## config.mk

```make
export PLATFORM = sky130hd
export DESIGN_NAME = rob_wb_arbiter
export DESIGN_NICKNAME = d
export VERILOG_FILES = /design/src/rtl/rob_wb_arbiter.sv
export SDC_FILE = /design/constraint.sdc
export NUM_CORES = 1
export LEC_CHECK = 0
export ABC_CLOCK_PERIOD_IN_PS = 3600
export BUFFER_PORTS_ARGS = -buffer_cell sky130_fd_sc_hd__buf_2
export CAP_MARGIN = 40
export CORE_ASPECT_RATIO = 1.2
export CORE_MARGIN = 3
export CORE_UTILIZATION = 49
export CTS_CLUSTER_DIAMETER = 80
export CTS_CLUSTER_SIZE = 12
export DETAILED_ROUTE_END_ITERATION = 8
export MAX_ROUTING_LAYER = met4
export PLACE_DENSITY = 0.85
export SLEW_MARGIN = 10
export SYNTH_ARGS = -nofsm -noshare
export SYNTH_HDL_FRONTEND = slang
export SYNTH_SLANG_ARGS = --single-unit
```

## constraint.sdc

```tcl
create_clock -name clk -period 3.6 [get_ports clk]
set_input_delay 0.36 -clock clk [delete_from_list [all_inputs] [get_ports clk]]
set_output_delay 0.36 -clock clk [all_outputs]
set_load 0.05 [all_outputs]
```

## src/rtl/rob_wb_arbiter.sv

```systemverilog
// rtl/rob_wb_arbiter.sv - round-robin arbiter of execution-unit results onto two ROB write ports
module rob_wb_arbiter #(
    parameter int N_REQ  = 4,
    parameter int TAG_W  = 5,
    parameter int DEST_W = 5,
    parameter int DATA_W = 32,
    parameter int CNT_W  = 16
) (
    input  logic                      clk,
    input  logic                      rst,
    input  logic                      flush,
    input  logic                      wb_stall,
    input  logic [N_REQ-1:0]          req_valid,
    input  logic [N_REQ*TAG_W-1:0]    req_tag,
    input  logic [N_REQ*DEST_W-1:0]   req_dest,
    input  logic [N_REQ*DATA_W-1:0]   req_data,
    output logic [N_REQ-1:0]          req_ready,
    output logic                      wb0_en,
    output logic [TAG_W-1:0]          wb0_tag,
    output logic [DEST_W-1:0]         wb0_dest,
    output logic [DATA_W-1:0]         wb0_data,
    output logic                      wb1_en,
    output logic [TAG_W-1:0]          wb1_tag,
    output logic [DEST_W-1:0]         wb1_dest,
    output logic [DATA_W-1:0]         wb1_data,
    output logic [CNT_W-1:0]          contention_cnt,
    output logic                      err_dup_tag
);
    localparam int              IDX_W   = (N_REQ > 1) ? $clog2(N_REQ) : 1;
    localparam logic [IDX_W:0]  N_IDX   = (IDX_W+1)'(N_REQ);
    localparam logic [CNT_W-1:0] CNT_MAX = '1;

    logic [IDX_W-1:0]  r_rr_ptr;
    logic              w_blocked;
    logic              w_gnt_a;
    logic              w_gnt_b;
    logic [IDX_W-1:0]  w_idx_a;
    logic [IDX_W-1:0]  w_idx_b;
    logic [IDX_W:0]    w_sum;
    logic [3:0]        w_vcnt;
    logic [TAG_W-1:0]  w_tag_a;
    logic [TAG_W-1:0]  w_tag_b;
    logic [DEST_W-1:0] w_dest_a;
    logic [DEST_W-1:0] w_dest_b;
    logic [DATA_W-1:0] w_data_a;
    logic [DATA_W-1:0] w_data_b;
    logic              w_contended;

    assign w_blocked = wb_stall | flush;

    // Scan units starting at rr_ptr and grant the first two valid ones.
    always_comb begin
        w_gnt_a   = 1'b0;
        w_gnt_b   = 1'b0;
        w_idx_a   = '0;
        w_idx_b   = '0;
        w_sum     = '0;
        req_ready = '0;
        for (int k = 0; k < N_REQ; k++) begin
            w_sum = {1'b0, r_rr_ptr} + (IDX_W+1)'(k);
            if (w_sum >= N_IDX) begin
                w_sum = w_sum - N_IDX;
            end
            if (!w_blocked && req_valid[w_sum[IDX_W-1:0]]) begin
                if (!w_gnt_a) begin
                    w_gnt_a = 1'b1;
                    w_idx_a = w_sum[IDX_W-1:0];
                end else if (!w_gnt_b) begin
                    w_gnt_b = 1'b1;
                    w_idx_b = w_sum[IDX_W-1:0];
                end
            end
        end
        if (w_gnt_a) begin
            req_ready[w_idx_a] = 1'b1;
        end
        if (w_gnt_b) begin
            req_ready[w_idx_b] = 1'b1;
        end
    end

    // Count valid requesters for the contention statistic.
    always_comb begin
        w_vcnt = '0;
        for (int k = 0; k < N_REQ; k++) begin
            w_vcnt = w_vcnt + {3'b000, req_valid[k]};
        end
    end

    assign w_contended = (w_vcnt > 4'd2) && !flush;

    assign w_tag_a  = req_tag [int'(w_idx_a)*TAG_W  +: TAG_W];
    assign w_tag_b  = req_tag [int'(w_idx_b)*TAG_W  +: TAG_W];
    assign w_dest_a = req_dest[int'(w_idx_a)*DEST_W +: DEST_W];
    assign w_dest_b = req_dest[int'(w_idx_b)*DEST_W +: DEST_W];
    assign w_data_a = req_data[int'(w_idx_a)*DATA_W +: DATA_W];
    assign w_data_b = req_data[int'(w_idx_b)*DATA_W +: DATA_W];

    // Register granted results onto the write ports and advance priority past the last grant.
    always_ff @(posedge clk or negedge rst) begin
        if (!rst) begin
            r_rr_ptr       <= '0;
            wb0_en         <= 1'b0;
            wb0_tag        <= '0;
            wb0_dest       <= '0;
            wb0_data       <= '0;
            wb1_en         <= 1'b0;
            wb1_tag        <= '0;
            wb1_dest       <= '0;
            wb1_data       <= '0;
            contention_cnt <= '0;
            err_dup_tag    <= 1'b0;
        end else begin
            wb0_en   <= w_gnt_a;
            wb0_tag  <= w_gnt_a ? w_tag_a  : '0;
            wb0_dest <= w_gnt_a ? w_dest_a : '0;
            wb0_data <= w_gnt_a ? w_data_a : '0;
            wb1_en   <= w_gnt_b;
            wb1_tag  <= w_gnt_b ? w_tag_b  : '0;
            wb1_dest <= w_gnt_b ? w_dest_b : '0;
            wb1_data <= w_gnt_b ? w_data_b : '0;
            if (w_gnt_b) begin
                r_rr_ptr <= ({1'b0, w_idx_b} + 1'b1 >= N_IDX) ? '0 : w_idx_b + 1'b1;
            end else if (w_gnt_a) begin
                r_rr_ptr <= ({1'b0, w_idx_a} + 1'b1 >= N_IDX) ? '0 : w_idx_a + 1'b1;
            end
            if (w_contended && contention_cnt != CNT_MAX) begin
                contention_cnt <= contention_cnt + 1'b1;
            end
            if (w_gnt_a && w_gnt_b && w_tag_a == w_tag_b) begin
                err_dup_tag <= 1'b1;
            end
        end
    end
endmodule

```

==> results.txt, run 1 <==
final setup vio count -> 0
share of the synthesized area in the top cell type -> 37.80%
Root Buffer -> clkbuf_16
synthesized flop and latch total -> 105
CP arrival -> 3110 ps
antenna violations before repair -> 2
Leakage Power -> 4.658 nW
final instance area -> 8835 um^2
Iter 0 DRT Violations -> 371
hold_buf cts -> 0
H-Tree Depth -> 3
most area-consuming cells after synthesis -> dfrtp_1, mux2i_1, a211oi_1
final worst path period share -> 96.44%
post-layout minimum cycle time -> 3472 ps
Placer Congestion -> 0.8771
WL final -> 21.66 mm
Critical Path Sink Type -> output port
area leader, netlist -> dfrtp_1
WS Path Type -> reg -> out
Clock Skew -> 6.066 ps
Vias/cell -> 5.777
Die Y -> 136.5 um
status -> finished clean
Register-to-Register Path Depth -> 14
Startpoint Class -> flop
vias in the first global route -> 6568
EDFF count, synth -> 0
Crit path max-delay family -> buffers and inverters
CP max FO -> 15
RSZ-0062 raised after global routing -> false
Yosys cell types -> 63
GRT Overall Usage -> 28.24%
Setup TNS Final -> 0 ps
Synth warnings -> 0
Async S/R FF share, synth -> 100.0%
Buffers on Ports -> 282
WL/cell -> 18.59 um
sequence of cells on the critical path -> buf_4 > mux4_2 > nand2_1 > a21oi_1 > nor3_1 > a2bb2oi_4 > buf_4 > ha_1 > a22o_1 > buf_2
Max Freq -> 0.2880 GHz
FP Rows -> 47
Clock Latency Late Sink -> 350 ps
via count -> 6730
DP HPWL -> 15.75 mm
Post-DP Area -> 8499 um^2
io pins -> 283
MaxCap Viol Count -> 0
core outline area -> 13820 um^2
clk buf depth -> 2
Final Hold Fails -> 0
CP max stage cell -> dfrtp_1
top_reg_cell synth -> dfrtp_1
Post-DRT Antenna Nets -> 0
CP required -> 3240 ps
Area growth, synth to finish -> 27.11%
Mapped Nets -> 922
critical path depth -> 10
Num CTS Buffers -> 9
clock slew at reported path FFs -> 70 ps
die width -> 114.7 um
first-pass GRT wire length -> 33.95 mm
Max-slew headroom -> 58.55%
DRC -> 0
max incr delay on CP -> 640 ps
GRT overflow -> 0
Worst-Margin Slew -> 621.8 ps
syn_area_per_cell -> 9.508 um^2
PwrDens -> 460.7 nW/um^2
fraction of layout instances using a drive strength above 1 -> 34.88%
post-synthesis cell area -> 6950 um^2
nets@finish -> 1179
TritonCTS clock tree -> yes
First-pass DRT Iterations -> 5
sequential share of the synthesized area -> 37.80%
cell mode on critical path -> buf_4
maximum number of pins on one net before global-route repair -> 75
cells after synthesis -> 731
Initial Utilization -> 50.29%
WP buf/inv -> 3
Sink Count -> 105
VDD IR max -> 0.0004026 V
max-slew violations -> 0
total power -> 4.070 mW
hold crit path type -> in -> async
die area -> 15660 um^2
report_power, final:
group | leakage, nW | internal, mW | total (mW) | switching, mW
combinational | 3.10 | 0.554 | 1.68 | 1.12
clock | 0.146 | 0.558 | 1.01 | 0.450
sequential | 1.41 | 1.30 | 1.38 | 0.0837
total | 4.66 | 2.41 | 4.07 | 1.66
per-stage QoR:
stage	std cells	setup slack (ps)	hold WS (ps)	util [%]
finish	1165	128.1	9.642	63.93
global route	1165	1.532	57.37	63.93
CTS	1160	33.07	29.94	63.64
detailed placement	1145	270.0	411.8	61.50
global placement	1145	330.4	402.7	61.50
floorplan	731	241.8	64.41	-
worst reg2reg max path: stages (launching register included):
cell     delay [ps]
dfrtp_2         410
mux2_2          380
nor2_1          130
nor3_2           70
ha_1            290
inv_1            60
a31o_1          170
a221o_1         350
nand4_4         130
buf_4           160
buf_4           200
mux2_4          320
xnor2_1         180
nor3_2           70
a41o_1          230
routing by layer:
metal	part of all wire [%]	routed length (um)	track usage [%]
met4	2.7	592	10.50
met5	0	0	-
met1	39	8409	34.14
met3	7.3	1579	5.076
met2	51	11070	47.12
area by class of cell:
cell class	instances	area, um^2
repair buffers	310	1665
well taps	171	214.0
inverters	14	52.55
multi-input cells	548	3974
fillers	1160	4985
flip-flops and latches	105	2629
clock inverters	4	52.55
diodes	2	5.005
clock buffers	11	242.7
final timing paths:
kind                            slack [ps]                  to               start
worst max register to register         360         err_dup_tag         r_rr_ptr[0]
worst max-delay path                   130        req_ready[0]         r_rr_ptr[1]
max in group asynchronous             2840         wb0_data[5]                 rst
min in group clk                       340        wb0_data[31]       req_data[127]
worst min register to register         480  contention_cnt[10]  contention_cnt[10]
worst min-delay path                    10   contention_cnt[7]                 rst
what timing repair did:
item | in CTS | in global routing
hold endpoints to repair | 0 | 0
buffers inserted | 0 | 3
resized for setup | 0 | 4
endpoints found under the setup margin | 0 | 4
layout by cell type (no fill, tap or decap), drive strengths merged, types with 2 or more instances in the layout:
| cell | synthesis | layout |
|---|---|---|
| and3 | 39 | 39 |
| nor3b | 2 | 2 |
| or2 | 3 | 3 |
| dfrtp | 105 | 105 |
| clkinv | 2 | 4 |
| or3 | 3 | 3 |
| clkbuf | 25 | 11 |
| nor2 | 19 | 19 |
| a21oi | 11 | 11 |
| nor3 | 4 | 4 |
| o31ai | 3 | 3 |
| a211oi | 115 | 115 |
| a31o | 2 | 2 |
| mux2 | 6 | 6 |
| a22o | 4 | 4 |
| mux2i | 98 | 98 |
| nand3 | 9 | 9 |
| nor2b | 46 | 46 |
| o211ai | 3 | 3 |
| xnor2 | 13 | 13 |
| ha | 14 | 14 |
| diode | 0 | 2 |
| nand4 | 7 | 7 |
| xor2 | 6 | 6 |
| and2 | 2 | 2 |
| o32ai | 2 | 2 |
| inv | 12 | 13 |
| o21ai | 9 | 9 |
| buf | 39 | 310 |
| a211o | 2 | 2 |
| nand2 | 103 | 103 |
| nand2b | 3 | 3 |
| a221oi | 2 | 2 |
| a22oi | 2 | 2 |
logic make-up (layout without fill, tap and decap cells):
family / after synthesis / after routing / share of synthesized area [%]
AOI/OAI and AO/OA: 166 / 166 / 17.80
xor gates and xnor gates: 19 / 19 / 2.394
adders and majority gates: 15 / 15 / 2.808
buffers and inverters: 78 / 339 / 5.832
DFF: 105 / 105 / 37.80
muxes: 105 / 105 / 15.82
other: 0 / 2 / 0
and+or+nand+nor: 243 / 243 / 17.53
Yosys cell counts (all sizes together), types with 4 or more instances:
cell type,number
a211oi,115
a21oi,11
a22o,4
and3,39
buf,39
clkbuf,25
dfrtp,105
ha,14
inv,12
mux2,6
mux2i,98
nand2,103
nand3,9
nand4,7
nor2,19
nor2b,46
nor3,4
o21ai,9
xnor2,13
xor2,6
sequential cells by signal, indices dropped and copies added, names as in the netlist:
name	cells
wb1_tag	5
contention_cnt	16
wb1_dest	5
wb1_en	1
wb0_tag	5
wb0_en	1
wb1_data	32
wb0_data	32
r_rr_ptr	2
wb0_dest	5
err_dup_tag	1
No activity file was read; power rests on OpenSTA's default activity.
==> run 2, diff against run 1 <==
--- a/config.mk
+++ b/config.mk
@@ -14,6 +14,7 @@
 export CTS_CLUSTER_DIAMETER = 80
 export CTS_CLUSTER_SIZE = 12
 export DETAILED_ROUTE_END_ITERATION = 8
+export HOLD_SLACK_MARGIN = 0.03
 export MAX_ROUTING_LAYER = met4
 export PLACE_DENSITY = 0.85
 export SLEW_MARGIN = 10
==> results.txt, run 2 (same netlist as run 1, synthesis figures left out) <==
RR Endpoint -> err_dup_tag
Register-to-Register Path Depth -> 14 (unchanged)
antenna violations before repair -> 2 (unchanged)
final-layout fill cell count -> 1159 (-0.086%)
final worst path period share -> 96.61% (+0.17 points)
MaxCap Viol Count -> 0 (unchanged)
DP HPWL -> 15.75 mm (unchanged)
Critical Path Sink Type -> output port
Hold Path Depth -> 3
fin util -> 64.00% (+0.072 points)
core outline area -> 13820 um^2 (unchanged)
status -> finished clean
HP Start -> req_data[127]
Initial Utilization -> 50.29% (unchanged)
nets@finish -> 1180 (+0.085%)
fraction of layout instances using a drive strength above 1 -> 34.84% (-0.035 points)
sequential standard cell area -> 2629 um^2 (unchanged)
TritonCTS clock tree -> yes
die area -> 15660 um^2 (unchanged)
RSZ-0062 raised after global routing -> false
hold crit path type -> in -> reg
max-slew violations -> 0 (unchanged)
Final Hold Fails -> 0 (unchanged)
Max-slew headroom -> 58.50% (about the same)
via count -> 6723 (-0.10%)
VDD IR max -> 0.0004022 V (about the same)
CP arrival -> 3120 ps (about the same)
GRT Overall Usage -> 28.25% (about the same)
post-layout minimum cycle time -> 3478 ps (+5.960 ps)
PwrDens -> 460.1 nW/um^2 (-0.14%)
maximum number of pins on one net before global-route repair -> 75 (unchanged)
WL/cell -> 18.56 um (-0.13%)
Post-DRT Antenna Nets -> 0 (unchanged)
FP Rows -> 47 (unchanged)
Reg2Reg Setup Slack -> 360 ps (about the same)
WS Path Type -> reg -> out
final setup vio count -> 0 (unchanged)
Num CTS Buffers -> 9 (unchanged)
commonest non-fill, non-tap cell in the layout -> buf_2
First-pass DRT Iterations -> 5 (unchanged)
first-pass GRT wire length -> 33.97 mm (about the same)
Placer Congestion -> 0.8771 (unchanged)
WL final -> 21.65 mm (about the same)
io pins -> 283 (unchanged)
Vias/cell -> 5.766 (-0.19%)
area of the multi-input gates -> 3974 um^2 (unchanged)
Min Hold Slack -> 344.1 ps (+334.4 ps)
Clock Skew -> 5.806 ps (-0.2601 ps)
Buffers on Ports -> 282 (unchanged)
GRT overflow -> 0 (unchanged)
Sink Count -> 105 (unchanged)
clk buf depth -> 2 (unchanged)
Place WS -> 270.0 ps (unchanged)
H-Tree Depth -> 3 (unchanged)
Worst-Margin Slew -> 622.4 ps (+0.6874 ps)
Root Buffer -> clkbuf_16
Leakage Power -> 4.662 nW (about the same)
final setup margin -> 122.1 ps (-5.960 ps)
Max Freq -> 0.2875 GHz (-0.17%)
Startpoint Class -> flop
CP max FO -> 15 (unchanged)
vias in the first global route -> 6571 (+0.046%)
clock slew at reported path FFs -> 70 ps (about the same)
Area growth, synth to finish -> 27.25%
Clock Latency Late Sink -> 350 ps (about the same)
CP required -> 3240 ps (about the same)
largest registers -> wb0_data: 32 flops, wb1_data: 32 flops, contention_cnt: 16 flops
Die Y -> 136.5 um (unchanged)
R2R Path Start -> r_rr_ptr[0]
hold worst-path end -> wb0_data[31]
Iter 0 DRT Violations -> 356 (-4.0%)
Setup TNS Final -> 0 ps (unchanged)
DRC -> 0 (unchanged)
most frequent cells in the layout -> buf_2, a211oi_1, dfrtp_1
die width -> 114.7 um (unchanged)
[run 2: worst max-delay path by stage]
stage / start / end / cells after the start
floorplan: r_rr_ptr[0] / req_ready[3] / 13
detailed placement: req_valid[0] / err_dup_tag / 14
CTS: r_rr_ptr[0] / req_ready[0] / 10
global placement: req_valid[0] / err_dup_tag / 14
global route: r_rr_ptr[0] / req_ready[0] / 10
finish: r_rr_ptr[1] / req_ready[0] / 10
[run 2: critical path: stages, from the launching register on]
cell and delay [ps]:
dfrtp_1 630, buf_4 240, mux4_2 360, nand2_1 140, a21oi_1 50, nor3_1 320, a2bb2oi_4 240, buf_4 230
ha_1 180, a22o_1 120, buf_2 250
[run 2: metal layers]
layer  wire, um  GRT usage (%)  up-vias
li1           -              -     3168
met1       8390          34.17     3224
met2      11090          47.12      289
met3       1587          5.076       42
met4        576          10.50        0
met5          0              -        -
[run 2: stage by stage]
step | instance area, um^2 | instances | total power, mW
2_1_floorplan | 6950 | 731 | 2.574
3_3_place_gp | 8499 | 1145 | 3.033
3_5_place_dp | 8499 | 1145 | 3.062
4_1_cts | 8805 | 1161 | 4.064
5_1_grt | 8845 | 1166 | 4.258
6_report | 8845 | 1166 | 4.069
[run 2: what timing repair did]
action	4_1_cts	5_1_grt
hold buffers	1	0
gates resized for setup	0	4
endpoints found under the hold margin	1	0
setup buffers	0	3
setup endpoints to repair	0	4
[run 2: area by class of cell]
cell class	instances	area share, %
Multi-Input combinational cell	548	44.93
Sequential cell	105	29.72
Timing Repair Buffer	311	18.94
Clock buffer	11	2.744
Tap cell	171	2.419
Clock inverter	4	0.5941
Inverter	14	0.5941
Antenna cell	2	0.05659
[run 2: report_power, final]
group / internal, mW / leakage (nW) / switching, mW
Clock: 0.558 / 0.146 / 0.449
Sequential: 1.30 / 1.41 / 0.0837
Combinational: 0.555 / 3.10 / 1.12
Total: 2.41 / 4.66 / 1.65
